`src/rtl/b2_demux_pkg.sv`:
```
// Shared definitions for the 1-to-3 stream demultiplexer:
// channel indices, channel count and select encodings.
package b2_demux_pkg;

    localparam int NUM_CH = 3;

    localparam logic [1:0] CH0 = 2'd0;
    localparam logic [1:0] CH1 = 2'd1;
    localparam logic [1:0] CH2 = 2'd2;

    // SEL_CH2 matches both 10 and 11 when used as a casez item
    localparam logic [1:0] SEL_CH0 = 2'b00;
    localparam logic [1:0] SEL_CH1 = 2'b01;
    localparam logic [1:0] SEL_CH2 = 2'b1?;

endpackage

```
`src/rtl/b2_demux_slot.sv`:
```
// One-entry valid/ready register slot for a single output channel.
// Ports: clk, rst, i_push/i_data (load), i_pop (downstream ready),
//        o_valid/o_data (held word), o_can_push (slot free or draining).
module b2_demux_slot
    import b2_demux_pkg::*;
#(
    parameter int W = 2
) (
    input  logic         clk,
    input  logic         rst,
    input  logic         i_push,
    input  logic [W-1:0] i_data,
    input  logic         i_pop,
    output logic         o_valid,
    output logic [W-1:0] o_data,
    output logic         o_can_push
);

    logic         r_valid;
    logic [W-1:0] r_data;
    logic         w_pop;

    assign w_pop      = r_valid & i_pop;
    assign o_can_push = !r_valid | i_pop;
    assign o_valid    = r_valid;
    assign o_data     = r_data;

    // A push wins over a pop so a same-cycle push/pop keeps the slot full.
    // Data is left untouched on a pop.
    always_ff @(posedge clk or posedge rst) begin
        if (rst) begin
            r_valid <= 1'b0;
            r_data  <= '0;
        end else if (i_push) begin
            r_valid <= 1'b1;
            r_data  <= i_data;
        end else if (w_pop) begin
            r_valid <= 1'b0;
        end
    end

endmodule

```
`src/rtl/b2_demux_1_3_stream.sv`:
```
// Registered 1-to-3 valid/ready stream demux with per-channel counters.
// Ports: clk, rst, in_valid/in_ready/in_data/in_sel (input stream),
//        out_valid/out_ready/out_data (3 channels), cnt0..cnt2 (accepts).
module b2_demux_1_3_stream
    import b2_demux_pkg::*;
#(
    parameter int W     = 2,
    parameter int CNT_W = 8
) (
    input  logic              clk,
    input  logic              rst,
    input  logic              in_valid,
    output logic              in_ready,
    input  logic [W-1:0]      in_data,
    input  logic [1:0]        in_sel,
    output logic [2:0]        out_valid,
    input  logic [2:0]        out_ready,
    output logic [3*W-1:0]    out_data,
    output logic [CNT_W-1:0]  cnt0,
    output logic [CNT_W-1:0]  cnt1,
    output logic [CNT_W-1:0]  cnt2
);

    logic [1:0]        w_tgt;
    logic [NUM_CH-1:0] w_can_push;
    logic [NUM_CH-1:0] w_push;
    logic              w_acc;
    logic [CNT_W-1:0]  r_cnt [NUM_CH];

    always_comb begin
        w_tgt = CH2;
        unique casez (in_sel)
            SEL_CH0: w_tgt = CH0;
            SEL_CH1: w_tgt = CH1;
            SEL_CH2: w_tgt = CH2;
        endcase
    end

    // Ready depends only on the targeted slot, never on in_valid.
    assign in_ready = w_can_push[w_tgt];
    assign w_acc    = in_valid & in_ready;

    for (genvar k = 0; k < NUM_CH; k++) begin : g_ch
        assign w_push[k] = w_acc & (w_tgt == 2'(k));

        b2_demux_slot #(.W(W)) u_slot (
            .clk        (clk),
            .rst        (rst),
            .i_push     (w_push[k]),
            .i_data     (in_data),
            .i_pop      (out_ready[k]),
            .o_valid    (out_valid[k]),
            .o_data     (out_data[k*W +: W]),
            .o_can_push (w_can_push[k])
        );

        // Free-running wrap, no saturation
        always_ff @(posedge clk or posedge rst) begin
            if (rst) begin
                r_cnt[k] <= '0;
            end else if (w_push[k]) begin
                r_cnt[k] <= r_cnt[k] + CNT_W'(1);
            end
        end
    end

    assign cnt0 = r_cnt[0];
    assign cnt1 = r_cnt[1];
    assign cnt2 = r_cnt[2];

endmodule

```
`config.mk`:
```
export PLATFORM = sky130hd
export DESIGN_NAME = b2_demux_1_3_stream
export DESIGN_NICKNAME = d
export VERILOG_FILES = /design/src/rtl/b2_demux_pkg.sv /design/src/rtl/b2_demux_slot.sv /design/src/rtl/b2_demux_1_3_stream.sv
export SDC_FILE = /design/constraint.sdc
export NUM_CORES = 1
export LEC_CHECK = 0
export BUFFER_PORTS_ARGS = -buffer_cell sky130_fd_sc_hd__buf_4
export CAP_MARGIN = 20
export CELL_PAD_IN_SITES_DETAIL_PLACEMENT = 0
export CELL_PAD_IN_SITES_GLOBAL_PLACEMENT = 1
export CORE_MARGIN = 4
export CORE_UTILIZATION = 40
export CTS_CLUSTER_DIAMETER = 200
export DETAILED_ROUTE_END_ITERATION = 8
export GPL_TIMING_DRIVEN = 0
export PLACE_DENSITY_LB_ADDON = 0.2
export SYNTH_ARGS = -nofsm -noshare
export SYNTH_HDL_FRONTEND = slang
export SYNTH_SLANG_ARGS = --single-unit
```
`constraint.sdc`:
```
create_clock -name clk -period 1.8 [get_ports clk]
set_clock_uncertainty 0.1 [all_clocks]
set_input_delay 0.09 -clock clk [delete_from_list [all_inputs] [get_ports clk]]
set_output_delay 0.09 -clock clk [all_outputs]
set_load 0.02 [all_outputs]
```
==> impl_metrics.yaml <==
outcome:
  status: "finished, final reports clean"
yosys:
  synth-seq-cells: 33
  netlist_area_um2: 1540
  ys_types: 27
  synth_seq_area_share_pct: 53.7
  synth_top_flop_cell: "dfrtp_1"
  ys_async_sr_fraction_pct: 100
  syn_inst: 114
  ys_warn_count: 0
  syn_nets: 127
  synth_edf_count: 0
  syn_avg_cell_area_um2: 13.5
placement:
  post_dp_cell_area_um2: 1950
  dpl.hpwl_mm: 2.21
  dp.cells: 206
  io_buffers: 43
  dpl_worst_slack_ns: 0.238
  gp_congestion: 0.721
worst_setup_path:
  reg2reg_slack_ns: 0.25
  arrival_ns: 1.62
  crit_fanout: 10
  worst_path_largest_cell_delay_ns: 0.39
  crit_chain: "nor2b_4 -> nor4b_4 -> buf_6 -> mux2_2"
  crit_type: "reg2reg"
  crit_path_start: "g_ch[0].u_slot.o_valid"
  cp_data_required_time_ns: 1.87
  cp-start-kind: "flop"
  r2r_start: "g_ch[0].u_slot.o_valid"
  endpoint_kind: "flop"
  crit_slowest_cell: "dfrtp_1"
cts:
  cts_tree: "yes"
  cts_max_level: 2
  ctsResizeCount: 0
  numCtsBuffers: 5
  clockBufferDepth: 2
  worstSkewPairLatency_ns: 0.28
  root_buffer: "clkbuf_8"
  clk_pin_slew_ns: 0.06
  cts.sinks: 33
power_and_ir_drop:
  p_leak_nw: 1.01
  p_sw_mw: 0.938
  intPower_mw: 1.68
  combPwrFrac_pct: 34.5
  pwr-share-clk_pct: 21.0
  powerDensity_nw_per_um2: 1260
  seq_power_share_pct: 44.5
  ir_worst_vdd_mv: 0.825
  swShare_pct: 35.8
grt:
  grt_pass1_wl_mm: 5.01
  grt_pass1_vias: 1056
  grt_util_all_layers_pct: 12.9
  grt_max_degree: 24
  grt-ovfl-total: 0
  antenna_found_initial: 0
routing:
  wl_per_cell_um: 13.4
  detail-route-antenna-nets: 0
  drc: 0
  routed_wl_mm: 2.90
  vias: 1021
  drt_iter0_drc: 75
  first_pass_iters: 3
  viasPerCell: 4.71
timing:
  tns_ns: 0
  setup_ws_ns: 0.250
  fin_crit_sh_pct: 86.1
  max_freq_mhz: 645
  hold_viol_final: 0
  rsz0062_at_grt: "false"
  relSlewSlack_pct: 66.6
  worst_pin_slew_ns: 0.500
  fin_crit_ns: 1.55
  slew_violations: 0
  finalSetupViolations: 0
layout:
  finalInstanceArea_um2: 2080
  final_nets: 182
  antenna_cells: 0
  fill_cells: 323
  finalNonFillerCells: 217
  fin_util_pct: 56.3
  syn2layout_area_growth_pct: 34.9
  drive_gt1_share_pct: 44.4
floorplan:
  ioPinCount: 44
  dieHeight_um: 70.0
  die_w_um: 70.0
  start_util_pct: 41.7
  die_area_um2: 4900
  coreArea_um2: 3690
  placementRows: 22
worst_hold_path:
  hold_path_class: "in2reg"
  hold_path.startpoint: "out_ready[1]"
job:
  maxCapViolCount: 0
-- power by group through the flow --
stage               Combinational (mW)  Sequential (mW)  Clock (mW)
floorplan                        0.314             1.36           0
global placement                 0.894             1.16           0
detailed placement               0.916             1.18           0
CTS                              0.922             1.17       0.574
global route                     0.971             1.20       0.605
finish                           0.904             1.17       0.550
-- cell usage after synthesis, types with 2 or more instances --
cell	n	area [µm²]
and3_1	4	25.0
nand4_1	6	37.5
xnor2_1	15	131
nand4_4	2	42.5
ha_1	3	37.5
buf_6	2	22.5
nand2_1	9	33.8
and4_1	2	17.5
dfrtp_1	33	826
xnor2_2	2	32.5
buf_4	4	30.0
mux2_2	6	67.6
nand2b_1	3	18.8
nand3_1	3	15.0
nand3_2	2	20.0
inv_1	2	7.51
mux2_4	3	45.0
xor2_1	4	35.0
-- cells by family after synthesis --
family	synth area share [%]
flops	53.7
compound gates	0.325
buf+inv	3.90
xor+xnor	12.9
mux	7.97
simple gates	18.8
fa+ha+maj	2.44
-- worst paths after layout --
path                                            end  cells past startpoint
max reg2reg                g_ch[0].u_slot.o_data[1]                      4
min in group asynchronous  g_ch[1].u_slot.o_data[1]                      3
max in group asynchronous                   cnt2[5]                      4
max                        g_ch[0].u_slot.o_data[1]                      4
min                          g_ch[1].u_slot.o_valid                      3
min reg2reg                                 cnt0[7]                      1
-- registers in the layout, summed over array words and instances, names as in the netlist --
| signal | cells |
|---|---|
| cnt0 | 8 |
| g_ch.u_slot.o_data | 6 |
| cnt2 | 8 |
| g_ch.u_slot.o_valid | 3 |
| cnt1 | 8 |
-- per-stage QoR --
step           hold slack [ns]  power [mW]
2_1_floorplan            0.119        1.67
3_3_place_gp             0.241        2.06
3_5_place_dp            0.0552        2.09
4_1_cts                0.00553        2.66
5_1_grt                 0.0403        2.77
6_report                0.0116        2.62
-- timing repair --
item	in CTS	in global routing
endpoints found under the hold margin	17	0
setup buffers	0	0
endpoints found under the setup margin	0	0
hold buffers	4	0
-- layout make-up --
class | instances | area, µm² | share of cell area [%]
timing repair buffer | 48 | 390 | 18.8
clock buffer | 7 | 86.3 | 4.16
sequential | 33 | 826 | 39.8
inverter | 2 | 7.51 | 0.362
buffer | 6 | 52.6 | 2.53
multi-input combinational | 73 | 653 | 31.5
tap | 48 | 60.1 | 2.89
-- layer usage --
metal | wire length, µm | global-route usage, % | vias to the layer above
met1 | 1300 | 16.1 | 492
met2 | 1360 | 19.5 | 29
li1 | - | - | 494
met3 | 183 | 4.60 | 6
met4 | 57 | 7.02 | 0
met5 | 0 | 0 | -
-- layout by cell type (no fill, tap or decap) --
master / netlist / routed
buf_4: 4 / 47
and3_1: 4 / 4
nor2b_1: 1 / 1
mux2_2: 6 / 6
inv_1: 2 / 2
and2_1: 1 / 1
nor3b_2: 1 / 1
and4_1: 2 / 2
or2_2: 1 / 1
xor2_1: 4 / 4
nand3_2: 2 / 2
mux2i_1: 1 / 1
nand3_1: 3 / 3
xnor2_1: 15 / 15
nor2b_4: 1 / 1
nand4_1: 6 / 6
buf_6: 2 / 2
mux2_4: 3 / 3
nor4b_4: 1 / 1
buf_16: 0 / 1
clkbuf_1: 0 / 1
clkbuf_8: 0 / 6
o21ai_0: 1 / 1
ha_1: 3 / 3
dfrtp_1: 33 / 33
nand4_4: 2 / 2
nand2b_1: 3 / 3
and4b_1: 1 / 1
dlygate4sd3_1: 0 / 4
nand2_1: 9 / 9
xnor2_2: 2 / 2
-- worst max-delay path: cells and delay by family, from the launching register on --
kind | cells | cell delay, ns
buffers and inverters | 1 | 0.21
DFF | 1 | 0.39
muxes | 1 | 0.34
and+or+nand+nor | 2 | 0.39
(Power assumes the default switching activity.)
